<file path="src/rtl/speed_pkg.sv">
// Shared types and level table for the speed governor.
// Provides speed_params_t (gravity / duck limit / jump velocity per level)
// and level_params(), which maps a speed level to its physics entry.
package speed_pkg;

    localparam int unsigned PARAM_FW = 16;

    // Largest value each output must carry across all levels.
    localparam int unsigned MAX_GRAVITY = 60;
    localparam int unsigned MAX_DUCK    = 128;
    localparam int unsigned MAX_JUMP    = 420;

    typedef struct packed {
        logic [PARAM_FW-1:0] gravity;
        logic [PARAM_FW-1:0] duck_limit;
        logic [PARAM_FW-1:0] vertical_jump;
    } speed_params_t;

    // Index 0 holds L0, index 3 holds L3.
    localparam logic [3:0][PARAM_FW-1:0] GRAVITY_TBL = {16'd60, 16'd15, 16'd4,  16'd1};
    localparam logic [3:0][PARAM_FW-1:0] DUCK_TBL    = {16'd16, 16'd32, 16'd64, 16'd128};
    localparam logic [3:0][PARAM_FW-1:0] JUMP_TBL    = {16'd360, 16'd420, 16'd220, 16'd108};

    // Levels beyond L3 reuse the L3 entry but keep halving the duck limit,
    // bottoming out at one frame.
    function automatic speed_params_t level_params(input int unsigned level);
        speed_params_t p;
        logic [1:0]    idx;
        if (level < 4) begin
            idx             = level[1:0];
            p.gravity       = GRAVITY_TBL[idx];
            p.duck_limit    = DUCK_TBL[idx];
            p.vertical_jump = JUMP_TBL[idx];
        end else begin
            p.gravity       = GRAVITY_TBL[3];
            p.vertical_jump = JUMP_TBL[3];
            p.duck_limit    = (level < 8) ? PARAM_FW'(32'd128 >> level) : PARAM_FW'(1);
        end
        return p;
    endfunction

endpackage

</file>
<file path="src/rtl/speed_governor_if.sv">
// Control/status bundle between the game-state FSM / player physics (master)
// and the speed governor (slave).
//   frame_tick_in, run_in, grounded_in, slow_req_in, restart_in : to governor
//   level_out, speed_out, gravity_out, duck_limit_out,
//   vertical_jump_out, pending_out, update_out                  : from governor
interface speed_governor_if #(
    parameter int unsigned NUM_LEVELS = 4,
    parameter int unsigned GRAV_W     = 6,
    parameter int unsigned DUCK_W     = 8,
    parameter int unsigned JUMP_W     = 10
);
    localparam int unsigned LVL_W = (NUM_LEVELS > 1) ? $clog2(NUM_LEVELS) : 1;

    logic                  frame_tick_in;
    logic                  run_in;
    logic                  grounded_in;
    logic                  slow_req_in;
    logic                  restart_in;
    logic [LVL_W-1:0]      level_out;
    logic [NUM_LEVELS-1:0] speed_out;
    logic [GRAV_W-1:0]     gravity_out;
    logic [DUCK_W-1:0]     duck_limit_out;
    logic [JUMP_W-1:0]     vertical_jump_out;
    logic                  pending_out;
    logic                  update_out;

    modport master (
        output frame_tick_in, run_in, grounded_in, slow_req_in, restart_in,
        input  level_out, speed_out, gravity_out, duck_limit_out,
               vertical_jump_out, pending_out, update_out
    );

    modport slave (
        input  frame_tick_in, run_in, grounded_in, slow_req_in, restart_in,
        output level_out, speed_out, gravity_out, duck_limit_out,
               vertical_jump_out, pending_out, update_out
    );

endinterface

</file>
<file path="src/rtl/speed_ramp_counter.sv">
// Frame counter and target speed level.
// Ports: clk_in/rst_in (sync, active-high), frame_tick_in, run_in,
// slow_req_in, restart_in in; target_out (uncommitted target level) and
// count_out (frames spent at the current target) out.
// Priority: reset/restart > slowdown > ramp.
module speed_ramp_counter #(
    parameter int unsigned NUM_LEVELS       = 4,
    parameter int unsigned FRAMES_PER_LEVEL = 1800,
    localparam int unsigned LVL_W = (NUM_LEVELS > 1) ? $clog2(NUM_LEVELS) : 1,
    localparam int unsigned CNT_W = (FRAMES_PER_LEVEL > 1) ? $clog2(FRAMES_PER_LEVEL) : 1
) (
    input  logic             clk_in,
    input  logic             rst_in,
    input  logic             frame_tick_in,
    input  logic             run_in,
    input  logic             slow_req_in,
    input  logic             restart_in,
    output logic [LVL_W-1:0] target_out,
    output logic [CNT_W-1:0] count_out
);
    localparam logic [LVL_W-1:0] MAX_LVL  = LVL_W'(NUM_LEVELS - 1);
    localparam logic [CNT_W-1:0] LAST_CNT = CNT_W'(FRAMES_PER_LEVEL - 1);

    logic [LVL_W-1:0] target_q, target_d;
    logic [CNT_W-1:0] cnt_q, cnt_d;

    always_comb begin
        target_d = target_q;
        cnt_d    = cnt_q;
        if (slow_req_in) begin
            // A slowdown on the wrap tick cancels that tick's ramp-up.
            target_d = (target_q != '0) ? target_q - 1'b1 : '0;
            cnt_d    = '0;
        end else if (frame_tick_in && run_in && (target_q < MAX_LVL)) begin
            if (cnt_q == LAST_CNT) begin
                cnt_d    = '0;
                target_d = target_q + 1'b1;
            end else begin
                cnt_d = cnt_q + 1'b1;
            end
        end
    end

    always_ff @(posedge clk_in) begin
        if (rst_in || restart_in) begin
            target_q <= '0;
            cnt_q    <= '0;
        end else begin
            target_q <= target_d;
            cnt_q    <= cnt_d;
        end
    end

    assign target_out = target_q;
    assign count_out  = cnt_q;

endmodule

</file>
<file path="src/rtl/speed_governor.sv">
// Speed governor: owns the game speed level and publishes the physics
// parameters for it. The target level from speed_ramp_counter is committed
// to the outputs only on a frame tick while the player is grounded.
// Ports: clk_in, rst_in (sync, active-high); gov (speed_governor_if.slave)
// carrying the control inputs and the registered level/param outputs.
module speed_governor
    import speed_pkg::*;
#(
    parameter int unsigned NUM_LEVELS       = 4,
    parameter int unsigned FRAMES_PER_LEVEL = 1800,
    parameter int unsigned GRAV_W           = 6,
    parameter int unsigned DUCK_W           = 8,
    parameter int unsigned JUMP_W           = 10
) (
    input logic           clk_in,
    input logic           rst_in,
    speed_governor_if.slave gov
);
    localparam int unsigned LVL_W = (NUM_LEVELS > 1) ? $clog2(NUM_LEVELS) : 1;
    localparam int unsigned CNT_W = (FRAMES_PER_LEVEL > 1) ? $clog2(FRAMES_PER_LEVEL) : 1;
    localparam speed_params_t L0_PARAMS = level_params(0);

    if (NUM_LEVELS < 2) begin : g_lvl_chk
        $error("speed_governor: NUM_LEVELS must be at least 2");
    end
    if (GRAV_W < $clog2(MAX_GRAVITY + 1)) begin : g_grav_chk
        $error("speed_governor: GRAV_W cannot hold gravity 60");
    end
    if (DUCK_W < $clog2(MAX_DUCK + 1)) begin : g_duck_chk
        $error("speed_governor: DUCK_W cannot hold duck limit 128");
    end
    if (JUMP_W < $clog2(MAX_JUMP + 1)) begin : g_jump_chk
        $error("speed_governor: JUMP_W cannot hold jump velocity 420");
    end

    logic [LVL_W-1:0]      target;
    logic [CNT_W-1:0]      count_unused;
    logic                  commit;
    speed_params_t         params_d;

    logic [LVL_W-1:0]      level_q;
    logic [NUM_LEVELS-1:0] speed_q;
    logic [GRAV_W-1:0]     gravity_q;
    logic [DUCK_W-1:0]     duck_q;
    logic [JUMP_W-1:0]     jump_q;
    logic                  update_q;

    speed_ramp_counter #(
        .NUM_LEVELS       (NUM_LEVELS),
        .FRAMES_PER_LEVEL (FRAMES_PER_LEVEL)
    ) u_ramp (
        .clk_in        (clk_in),
        .rst_in        (rst_in),
        .frame_tick_in (gov.frame_tick_in),
        .run_in        (gov.run_in),
        .slow_req_in   (gov.slow_req_in),
        .restart_in    (gov.restart_in),
        .target_out    (target),
        .count_out     (count_unused)
    );

    // Commit uses the target as registered at the start of this cycle, so a
    // same-cycle target change waits for the next qualifying tick.
    always_comb begin
        commit   = gov.frame_tick_in && gov.grounded_in && (level_q != target);
        params_d = level_params(32'(target));
    end

    always_ff @(posedge clk_in) begin
        if (rst_in || gov.restart_in) begin
            level_q   <= '0;
            speed_q   <= NUM_LEVELS'(1);
            gravity_q <= GRAV_W'(L0_PARAMS.gravity);
            duck_q    <= DUCK_W'(L0_PARAMS.duck_limit);
            jump_q    <= JUMP_W'(L0_PARAMS.vertical_jump);
            update_q  <= !rst_in;
        end else begin
            update_q <= commit;
            if (commit) begin
                level_q   <= target;
                speed_q   <= NUM_LEVELS'(1) << target;
                gravity_q <= GRAV_W'(params_d.gravity);
                duck_q    <= DUCK_W'(params_d.duck_limit);
                jump_q    <= JUMP_W'(params_d.vertical_jump);
            end
        end
    end

    assign gov.level_out         = level_q;
    assign gov.speed_out         = speed_q;
    assign gov.gravity_out       = gravity_q;
    assign gov.duck_limit_out    = duck_q;
    assign gov.vertical_jump_out = jump_q;
    assign gov.update_out        = update_q;
    assign gov.pending_out       = (target != level_q);

endmodule

</file>
<file path="src/flat_wrapper.sv">
// flat-port wrapper written by rule: the top's interface ports become plain ports
module speed_governor_flat import speed_pkg::*;
#(
    parameter int unsigned NUM_LEVELS       = 4,
    parameter int unsigned FRAMES_PER_LEVEL = 1800,
    parameter int unsigned GRAV_W           = 6,
    parameter int unsigned DUCK_W           = 8,
    parameter int unsigned JUMP_W           = 10
)
  (clk_in, rst_in, gov_frame_tick_in, gov_run_in, gov_grounded_in, gov_slow_req_in, gov_restart_in, gov_level_out, gov_speed_out, gov_gravity_out, gov_duck_limit_out, gov_vertical_jump_out, gov_pending_out, gov_update_out);
  speed_governor_if #(.NUM_LEVELS(NUM_LEVELS), .GRAV_W(GRAV_W), .DUCK_W(DUCK_W), .JUMP_W(JUMP_W)) gov_i ();
  input logic clk_in;
  input logic rst_in;
  input wire logic [$bits(gov_i.frame_tick_in)-1:0] gov_frame_tick_in;
  input wire logic [$bits(gov_i.run_in)-1:0] gov_run_in;
  input wire logic [$bits(gov_i.grounded_in)-1:0] gov_grounded_in;
  input wire logic [$bits(gov_i.slow_req_in)-1:0] gov_slow_req_in;
  input wire logic [$bits(gov_i.restart_in)-1:0] gov_restart_in;
  output wire logic [$bits(gov_i.level_out)-1:0] gov_level_out;
  output wire logic [$bits(gov_i.speed_out)-1:0] gov_speed_out;
  output wire logic [$bits(gov_i.gravity_out)-1:0] gov_gravity_out;
  output wire logic [$bits(gov_i.duck_limit_out)-1:0] gov_duck_limit_out;
  output wire logic [$bits(gov_i.vertical_jump_out)-1:0] gov_vertical_jump_out;
  output wire logic [$bits(gov_i.pending_out)-1:0] gov_pending_out;
  output wire logic [$bits(gov_i.update_out)-1:0] gov_update_out;
  assign gov_i.frame_tick_in = gov_frame_tick_in;
  assign gov_i.run_in = gov_run_in;
  assign gov_i.grounded_in = gov_grounded_in;
  assign gov_i.slow_req_in = gov_slow_req_in;
  assign gov_i.restart_in = gov_restart_in;
  assign gov_level_out = gov_i.level_out;
  assign gov_speed_out = gov_i.speed_out;
  assign gov_gravity_out = gov_i.gravity_out;
  assign gov_duck_limit_out = gov_i.duck_limit_out;
  assign gov_vertical_jump_out = gov_i.vertical_jump_out;
  assign gov_pending_out = gov_i.pending_out;
  assign gov_update_out = gov_i.update_out;
  speed_governor #(.NUM_LEVELS(NUM_LEVELS), .FRAMES_PER_LEVEL(FRAMES_PER_LEVEL), .GRAV_W(GRAV_W), .DUCK_W(DUCK_W), .JUMP_W(JUMP_W)) u_core (.clk_in(clk_in), .rst_in(rst_in), .gov(gov_i));
endmodule
</file>
<file path="config.mk">
export PLATFORM = sky130hd
export DESIGN_NAME = speed_governor_flat
export DESIGN_NICKNAME = d
export VERILOG_FILES = /design/src/rtl/speed_pkg.sv /design/src/rtl/speed_governor_if.sv /design/src/rtl/speed_ramp_counter.sv /design/src/rtl/speed_governor.sv /design/src/flat_wrapper.sv
export SDC_FILE = /design/constraint.sdc
export NUM_CORES = 1
export LEC_CHECK = 0
export ABC_AREA = 0
export BUFFER_PORTS_ARGS = -buffer_cell sky130_fd_sc_hd__buf_2
export CORE_MARGIN = 2
export CORE_UTILIZATION = 50
export DETAILED_ROUTE_END_ITERATION = 12
export PLACE_DENSITY_LB_ADDON = 0.2
export SETUP_SLACK_MARGIN = 0.05
export SYNTH_ARGS = -nofsm -noshare
export SYNTH_HDL_FRONTEND = slang
export SYNTH_SLANG_ARGS = --single-unit
</file>
<file path="constraint.sdc">
create_clock -name clk_in -period 2.3 [get_ports clk_in]
set_clock_uncertainty 0.15 [all_clocks]
set_input_delay 0.115 -clock clk_in [delete_from_list [all_inputs] [get_ports clk_in]]
set_output_delay 0.115 -clock clk_in [all_outputs]
set_load 0.005 [all_outputs]
</file>
Word level (Yosys, flattened, before mapping)
Cells that the tools add are included.
Widths: inputs -> output; s select.
- word-level logic and storage cells: 40
- input bits: 7
- output and inout bits: 32
- flip-flop bits (word level): 44
- equal/unequal tests: 3
- muxes and demuxes: 12
- shift-type cells: 1
- $lt $le $gt $ge: 2
- add/subtract/negate cells: 3
- reductions and logical operators: 11
- operator list (kind ; count):
    $bmux 16 s2 ; 3
    $add 11x1->11 const B ; 1
    $eq 11x11->1 const B ; 1
    $mux 11 ; 1
    $mux 10 ; 1
    $mux 2 ; 4
    $mux 8 ; 1
    $mux 6 ; 1
    $reduce_bool 2->1 ; 3
    $logic_and 1x1->1 ; 4
    $ne 2x2->1 ; 2
    $shl 1x2->4 const A ; 1
    $lt 2x3->1 const B ; 1
    $add 2x1->2 const B ; 1
    $lt 2x2->1 const B ; 1
    $reduce_and 2->1 ; 1
    $reduce_or 2->1 ; 1
    $sub 2x1->2 const B ; 1
    $logic_not 1->1 ; 1
    $logic_or 1x1->1 ; 1
    $mux 1 ; 1

Depth between registers and ports, before layout
Gate-level depths: netlist of the first run.
- depth in word-level cells: 4
- gate-level depth with buffers: 6
- gate-level depth less buffers: 6

Hierarchy
A second synthesis of the first run with hierarchy kept.
- cells, all modules: 164
- area, all modules: 1455.1 sq um
- modules (own cells, without submodules) (module ; instances ; area an instance (sq um) ; cells an instance):
    speed_governor ; 1 ; 794.5 ; 89
    speed_ramp_counter ; 1 ; 660.6 ; 75

Worst setup path after synthesis of the first run
Ideal clock, no wire load.
- path kind: register to register
- from: register u_core.u_ramp.cnt_q[3], in the netlist u_core.u_ramp.count_out[3]
- to: register u_core.u_ramp.cnt_q[10], in the netlist u_core.u_ramp.count_out[10]
- clock period less this slack: 1943 ps
- stages on the path, launching flop included: 6
- buffers on the path: 1
- setup time: 115 ps
- data arrival time: 1678 ps
- setup slack: 357 ps
- data required time: 2035 ps
- path through: dfxtp_1 -> or4_4 -> or4_4 -> nand3_2 -> buf_6 -> nor2_1
- longest elaborated chain between the ends: 2
- elaborated cells on any way between the ends: 3
- ends and longest elaborated chain (element ; line ; source):
    from (decl) ; speed_ramp_counter.sv:25 ; logic [CNT_W-1:0] cnt_q, cnt_d;
    from (signal assigned) ; speed_ramp_counter.sv:50 ; cnt_q <= cnt_d;
    $add 11x1->11 / $eq 11x11->1 (equally long branches) ; speed_ramp_counter.sv:39, speed_ramp_counter.sv:35 ;
    $mux 11 (*) ; speed_ramp_counter.sv:35 ; if (cnt_q == LAST_CNT) begin
Mark *: on every way between the ends. The rest lies on a longest branch, timed or not.
A chain may end at the register's enable or synchronous reset.

Worst setup path after layout of the first run
- from: register u_core.u_ramp.cnt_q[3], in the netlist u_core.u_ramp.count_out[3]
- to: register u_core.u_ramp.cnt_q[7], in the netlist u_core.u_ramp.count_out[7]
Same word-level chain as after synthesis.

==> results of run 1 <==
[metal layers]
| metal | vias up | track usage (%) |
|---|---|---|
| li1 | 561 | - |
| met1 | 481 | 19.60 |
| met2 | 26 | 28.57 |
| met3 | 4 | 2.791 |
| met4 | 0 | 5.102 |
| met5 | - | 0 |
[through the flow]
step	area (µm²)	cells	utilization (%)
after CTS	1516	217	60.66
after floorplan	1365	164	-
after global routing	1520	217	60.81
final	1520	217	60.81
after global placement	1434	208	57.36
after detailed placement	1434	208	57.36
[power by group through the flow]
stage               registers [mW]  clock network (mW)  logic (mW)
floorplan                    0.468                   0      0.0399
global placement             0.466                   0      0.0522
detailed placement           0.466                   0      0.0532
CTS                          0.456               0.197      0.0603
global route                 0.457               0.214      0.0690
finish                       0.456               0.190      0.0612
[cell families after synthesis]
| family | count (synthesis) | share of synthesized area, % |
|---|---|---|
| flip-flops | 26 | 38.77 |
| AND/OR/NAND/NOR | 65 | 23.21 |
| XOR/XNOR | 13 | 8.481 |
| buffers and inverters | 25 | 12.58 |
| AO/OA/AOI/OAI | 19 | 8.295 |
| adder cells (fa/ha/maj) | 9 | 8.388 |
| other | 1 | 0.2793 |
[layout make-up]
class	count	area (µm²)	area share [%]
multi-input combinational	113	679.4	44.69
sequential	26	520.5	34.24
timing repair buffer	41	245.2	16.13
tap	30	37.54	2.469
clock buffer	3	22.52	1.481
inverter	4	15.01	0.9877
[cells in the final DEF (no fill, tap or decap)]
| master | Yosys | layout |
|---|---|---|
| buf_2 | 0 | 31 |
| nand2_1 | 26 | 26 |
| dfxtp_1 | 26 | 26 |
| nor2_1 | 17 | 17 |
| xnor2_1 | 11 | 11 |
| a21oi_1 | 10 | 9 |
| ha_1 | 9 | 9 |
| conb_1 | 1 | 7 |
| dlygate4sd3_1 | 0 | 6 |
| inv_1 | 4 | 4 |
| nand3_1 | 4 | 4 |
| nor3_1 | 4 | 4 |
| buf_4 | 18 | 4 |
| nand4_1 | 3 | 3 |
| nor4_1 | 3 | 3 |
| o211ai_1 | 3 | 3 |
| o21ai_0 | 3 | 3 |
| clkbuf_4 | 0 | 3 |
| or4_4 | 2 | 2 |
| nand4b_1 | 2 | 2 |
| xor2_1 | 2 | 2 |
| a21oi_2 | 0 | 1 |
| a21o_1 | 1 | 1 |
| or2_2 | 1 | 1 |
| nand3b_1 | 1 | 1 |
| nand3_2 | 1 | 1 |
| and3b_1 | 1 | 1 |
| o41ai_1 | 1 | 1 |
| a211oi_1 | 1 | 1 |
[registers in the layout, summed over array words and instances (netlist names)]
register and cells:
u_core.gov.level_out 1, u_core.gov.speed_out 2, u_core.u_ramp.count_out 11, u_core.gov.gravity_out 5, u_core.gov.update_out 1, u_core.u_ramp.target_out 2, u_core.gov.vertical_jump_out 4
[worst paths after layout]
kind	from	to	slack [ns]	cells after the start
worst min register to register	u_core.gov.vertical_jump_out[7]	u_core.gov.vertical_jump_out[7]	0.32	2
worst max-delay path	u_core.u_ramp.count_out[3]	u_core.u_ramp.count_out[7]	0.26	4
worst min-delay path	gov_restart_in	u_core.gov.level_out[0]	0.01	3
worst max register to register	u_core.u_ramp.count_out[3]	u_core.u_ramp.count_out[7]	0.26	4
[worst min-delay path, cell delays in order]
cell     delay [ns]
buf_2          0.09
or2_2          0.18
a21oi_1        0.05
[timing repair]
action | CTS | global route
hold buffers | 6 | 0
hold endpoints to repair | 4 | 0
endpoints found under the setup margin | 0 | 1
buffers inserted | 0 | 0
gates resized for setup | 0 | 1
==> out/summary.txt, run 1 <==
status: completed
Die H: 55.82 µm
routed vias/inst: 4.940
Syn Inst Count: 158
CP arrival: 2.10 ns
register area share after synthesis: 38.77%
initial antenna violation count: 0
input/output buffers: 31
met2 WL post-DR: 1221 µm
worst hold slack: 0.01265 ns
Critical Path RT: 2.36 ns
asr flop ratio synth: 0%
DRT iter0 DRCs: 20
clk sinks: 26
post-route met1 wirelength: 1038 µm
Final Setup Violations: 0
sequential share of power: 64.5%
Tcrit/Tclk final: 88.81%
io pins: 39
Comb pwr share: 8.6%
final wirelength: 2405 µm
area delta synth->final: 13.23%
top post-synthesis cells by area: dfxtp_1 39%, buf_4 10%, ha_1 8.4%
GRT Total Usage: 16.05%
setup slack after layout: 0.2573 ns
chip width: 55.82 µm
switching share of power: 23.41%
Largest delay share family, worst path: simple AND/OR/NAND/NOR gates
area leader, netlist: dfxtp_1
fmax: 489.5 MHz
RSZ-0062 raised after global routing: no
Clock Latency Late Sink: 0.31 ns
gr ovfl total: 0
met3 routed WL: 121 µm
CP cell instances: or4_4, or4_4, nand3_2, nor2_1
die footprint: 3115 µm²
Static Leak: 0.6266 nW
HPWL Detailed: 1798 µm
Vias: 1072
CP max FO: 11
CP dominant cell by count: or4_4
Antenna Diode Count: 0
max-cap violation count: 0
Pint: 0.5418 mW
min cycle time layout: 2.043 ns
synthesis-stage register bit count: 26
Startpoint Class: register
drt first pass iters: 4
DRC Markers: 0
row count: 18
kind of critical path: register to register
CP Capture Type: register
global placement routability congestion: 0.7826
clock network power share: 26.9%
Post-Syn Area: 1343 µm²
fillers: 237
CP peak stage delay: 0.57 ns
Post-layout nets: 205
Starting Density: 53.70%
first-pass GRT wire length: 4036 µm
Fin Setup TNS: 0 ns
share of cells above drive strength 1: 22.99%
Distinct cells, synth: 27
clock slew at reported path FFs: 0.14 ns
post-route antenna net violation count: 0
Hold Crit Class: primary input to register
Bufs and invs on worst path: 0
Psw: 0.1656 mW
cell with the largest stage delay on the worst path: or4_4
proportion of netlist area held by the largest area contributor: 38.77%
Pwr per Cell Area: 465.3 nW/µm²
Clock Path Buffers: 2
largest net degree at the start of global routing: 14
EDFF count, synth: 0
number of global-route vias before repair: 914
Root Driver: clkbuf_4
Worst Setup Slack post-DPL: 0.2789 ns
top sig layer: met4
synth cell count leaders: 26 x dfxtp_1, 26 x nand2_1, 18 x buf_4
CTS tree: done
Tot Pwr: 0.7074 mW
TritonCTS buffer count: 3
CORE AREA: 2500 µm²
fin. max-slew vios: 0
most common flop cell mapped by yosys: dfxtp_1
Max IR drop VDD: 0.2688 mV
synthesized area per cell: 8.497 µm²
Ys Warns: 0
wire length per cell: 11.08 µm
H-tree levels: 1
endpoints failing hold: 0
Power figures use the tool's default switching activity.
==> run 2: changes to the inputs <==
--- a/config.mk
+++ b/config.mk
@@ -7,11 +7,13 @@
 export LEC_CHECK = 0
 export ABC_AREA = 0
 export BUFFER_PORTS_ARGS = -buffer_cell sky130_fd_sc_hd__buf_2
+export CORE_ASPECT_RATIO = 0.7
 export CORE_MARGIN = 2
-export CORE_UTILIZATION = 50
+export CORE_UTILIZATION = 52
 export DETAILED_ROUTE_END_ITERATION = 12
 export PLACE_DENSITY_LB_ADDON = 0.2
 export SETUP_SLACK_MARGIN = 0.05
 export SYNTH_ARGS = -nofsm -noshare
 export SYNTH_HDL_FRONTEND = slang
+export SYNTH_HIERARCHICAL = 1
 export SYNTH_SLANG_ARGS = --single-unit
==> run 2 against run 1 <==
- sequential cell count is the same
- combinational power is 22% lower
- clock-buffer cell count rose by 1
- highest routed layer unchanged
- final area up 6.7%
- sequential power is essentially flat
==> out/summary.txt, run 2 <==
Starting Density: 53.45% (-0.26 points)
top sig layer: met4
Hold Crit Class: primary input to register
top post-synthesis cells by area: dfxtp_1 36%, ha_1 9.5%, buf_4 9.3%
post_cts resized: 0 (unchanged)
chip width: 67.23 µm (+20%)
setup slack after layout: 0.2326 ns (-0.02470 ns)
clock slew at reported path FFs: 0.09 ns (-0.05 ns)
most frequent cells in the layout: 31 x buf_2, 26 x dfxtp_1, 22 x nor2_1
Tcrit/Tclk final: 89.89% (+1.1 points)
clock network power share: 37.0% (+10 points)
Final Setup Violations: 0 (unchanged)
final instance area: 1622 µm² (+6.7%)
RR Endpoint: u_core/u_ramp/target_out[1]
number of global-route vias before repair: 940 (+2.8%)
Worst Setup Slack post-DPL: 0.3013 ns (+0.02238 ns)
Critical Path RT: 2.37 ns (about the same)
CP arrival: 2.14 ns (+0.04 ns)
Worst Reg-to-Reg Cells: 5 (+1)
CP peak stage delay: 0.48 ns (-0.09 ns)
fmax: 483.7 MHz (-1.2%)
Fin Setup TNS: 0 ns (unchanged)
area leader, netlist: dfxtp_1
CP Capture Point: u_core/u_ramp/target_out[1]
Post-DP Area: 1526 µm² (+6.5%)
largest net degree at the start of global routing: 15 (+1)
RSZ-0062 raised after global routing: no
max reg flops: 11 (unchanged)
met3 routed WL: 227 µm (+88%)
Pwr per Cell Area: 490.9 nW/µm² (+5.5%)
cell count of the worst hold path: 3 (unchanged)
most common flop cell mapped by yosys: dfxtp_1
input/output buffers: 31 (unchanged)
Post-Syn Area: 1455 µm² (+8.4%)
slew margin rel.: 56.94%
asr flop ratio synth: 0% (unchanged)
first-pass GRT wire length: 4174 µm (+3.4%)
CP cell instances: ha_1, and4b_1, nand4_1, or4_1, nand3_1
Clock Latency Late Sink: 0.27 ns (-0.04 ns)
Antenna Diode Count: 0 (unchanged)
wire length per cell: 11.96 µm (+7.9%)
Ys Warns: 6 (+6)
Comb pwr share: 6.0% (-2.6 points)
synth cell count leaders: 26 x dfxtp_1, 22 x nor2_1, 18 x buf_4
Max IR drop VDD: 0.3658 mV (+36%)
cell with the largest stage delay on the worst path: or4_1
synthesis-stage register bit count: 26 (unchanged)
Vias: 1120 (+4.5%)
Distinct cells, synth: 33 (+22%)
most common cell after layout, fill and taps aside: buf_2
Post-layout nets: 207 (+0.98%)
routed vias/inst: 5.000 (+1.2%)
EDFF count, synth: 0 (unchanged)
Syn Inst Count: 164 (+3.8%)
clk sinks: 26 (unchanged)
register area share after synthesis: 35.77% (-3.0 points)
DRC Markers: 0 (unchanged)
endpoints failing hold: 0 (unchanged)
Clock Path Buffers: 2 (unchanged)
kind of critical path: register to register
initial antenna violation count: 0 (unchanged)
CP max FO: 10 (-1)
die footprint: 3244 µm² (+4.1%)
gr ovfl total: 0 (unchanged)
global placement routability congestion: 0.7582 (-3.1%)
DRT iter0 DRCs: 52 (+160%)
H-tree levels: 1 (unchanged)
min cycle time layout: 2.067 ns (+0.02470 ns)
top-count cell post-synth: dfxtp_1
Die H: 48.26 µm (-14%)
TritonCTS buffer count: 3 (unchanged)
Critical Path Start: u_core/u_ramp/target_out[1]
post-route antenna net violation count: 0 (unchanged)
Psw: 0.1724 mW (+4.1%)
area delta synth->final: 11.44%
HPWL Detailed: 2021 µm (+12%)
Startpoint Class: register
final wirelength: 2678 µm (+11%)
max-cap violation count: 0 (unchanged)
CP Capture Type: register
met2 WL post-DR: 1159 µm (-5.1%)
io pins: 39 (unchanged)
Pint: 0.6236 mW (+15%)
synthesized area per cell: 8.873 µm² (+4.4%)
share of cells above drive strength 1: 22.34% (-0.65 points)
beginning of the worst register-to-register path: u_core/u_ramp/target_out[1]
CTS tree: done
Worst Tran Pin Value: 0.6435 ns
sequential share of power: 57.0% (-7.5 points)
CORE AREA: 2723 µm² (+8.9%)
proportion of netlist area held by the largest area contributor: 35.77% (-3.0 points)
Core Util, Final: 59.56% (-1.3 points)
Static Leak: 0.6529 nW (+4.2%)
drt first pass iters: 4 (unchanged)
FF-to-FF setup slack: 0.23 ns (-0.02 ns)
postcts setup bufs: 0 (unchanged)
Root Driver: clkbuf_8
row count: 16 (-2)
fin. max-slew vios: 0 (unchanged)
status: completed
switching share of power: 21.66% (-1.8 points)
post-route met1 wirelength: 1277 µm (+23%)
GRT Total Usage: 17.95% (+1.9 points)
run 2: cell types whose count changed after synthesis, sizes merged, moves of 3 or more:
cell | before | now
nand2 | 26 | 17
nor2 | 17 | 22
a21oi | 10 | 3
mux2i | 0 | 11
o211ai | 3 | 0
and2 | 0 | 3
o21ai | 3 | 0
run 2: metal layers:
metal | up-vias | GRT usage [%]
met5 | - | 0
met4 | 0 | 5.714
met3 | 2 | 6.467
met2 | 45 | 28.32
met1 | 509 | 23.47
li1 | 564 | -
run 2: worst min-delay path by stage:
stage                                 start                         end
after floorplan             gov_slow_req_in  u_core/u_ramp/count_out[2]
after global placement      gov_slow_req_in  u_core/u_ramp/count_out[2]
after detailed placement    gov_slow_req_in  u_core/u_ramp/count_out[2]
after CTS                 gov_frame_tick_in     u_core/gov.level_out[0]
after global routing      gov_frame_tick_in   u_core/gov.gravity_out[3]
final                     gov_frame_tick_in     u_core/gov.level_out[0]
run 2: kinds of logic (layout without fill, tap and decap cells):
family,after synthesis,in the layout,share of synthesized area (%)
AND/OR/NAND/NOR,71,71,24.76
buffers and inverters,27,45,12.21
flip-flops,26,26,35.77
XOR/XNOR,12,12,7.223
multiplexers,12,12,8.341
adder cells (fa/ha/maj),11,11,9.458
AO/OA/AOI/OAI,4,4,1.978
other,1,7,0.2577
run 2: power groups by stage:
stage	clock, mW	combinational, mW	sequential (mW)
6_report	0.294	0.0479	0.454
5_1_grt	0.331	0.0535	0.455
4_1_cts	0.310	0.0474	0.454
3_5_place_dp	0	0.0420	0.465
3_3_place_gp	0	0.0414	0.464
2_1_floorplan	0	0.0345	0.464
run 2: critical path: cells and delay by family, from the launching register on:
kind	cells	cell delay (ns)
fa+ha+maj	1	0.28
flops	1	0.44
simple gates	4	1.15
run 2: final cells by class:
type / count / area (µm²)
fill: 255 / 1101
tap: 36 / 45.04
inverter: 5 / 18.77
timing repair buffer: 36 / 202.7
sequential: 26 / 520.5
clock buffer: 4 / 55.05
multi-input combinational: 117 / 779.5
run 2: stage by stage:
| step | power [mW] | instances | hold slack [ns] |
|---|---|---|---|
| 5_1_grt | 0.8395 | 224 | 0.01125 |
| 3_3_place_gp | 0.5056 | 216 | 0.2267 |
| 2_1_floorplan | 0.4987 | 170 | 0.04241 |
| 3_5_place_dp | 0.5065 | 216 | 0.2362 |
| 6_report | 0.7961 | 224 | 0.008470 |
| 4_1_cts | 0.8109 | 224 | 0.002292 |
run 2: what timing repair did:
| item | CTS | global route |
|---|---|---|
| endpoints found under the setup margin | 0 | 0 |
| hold endpoints to repair | 4 | 0 |
| hold buffers | 4 | 0 |
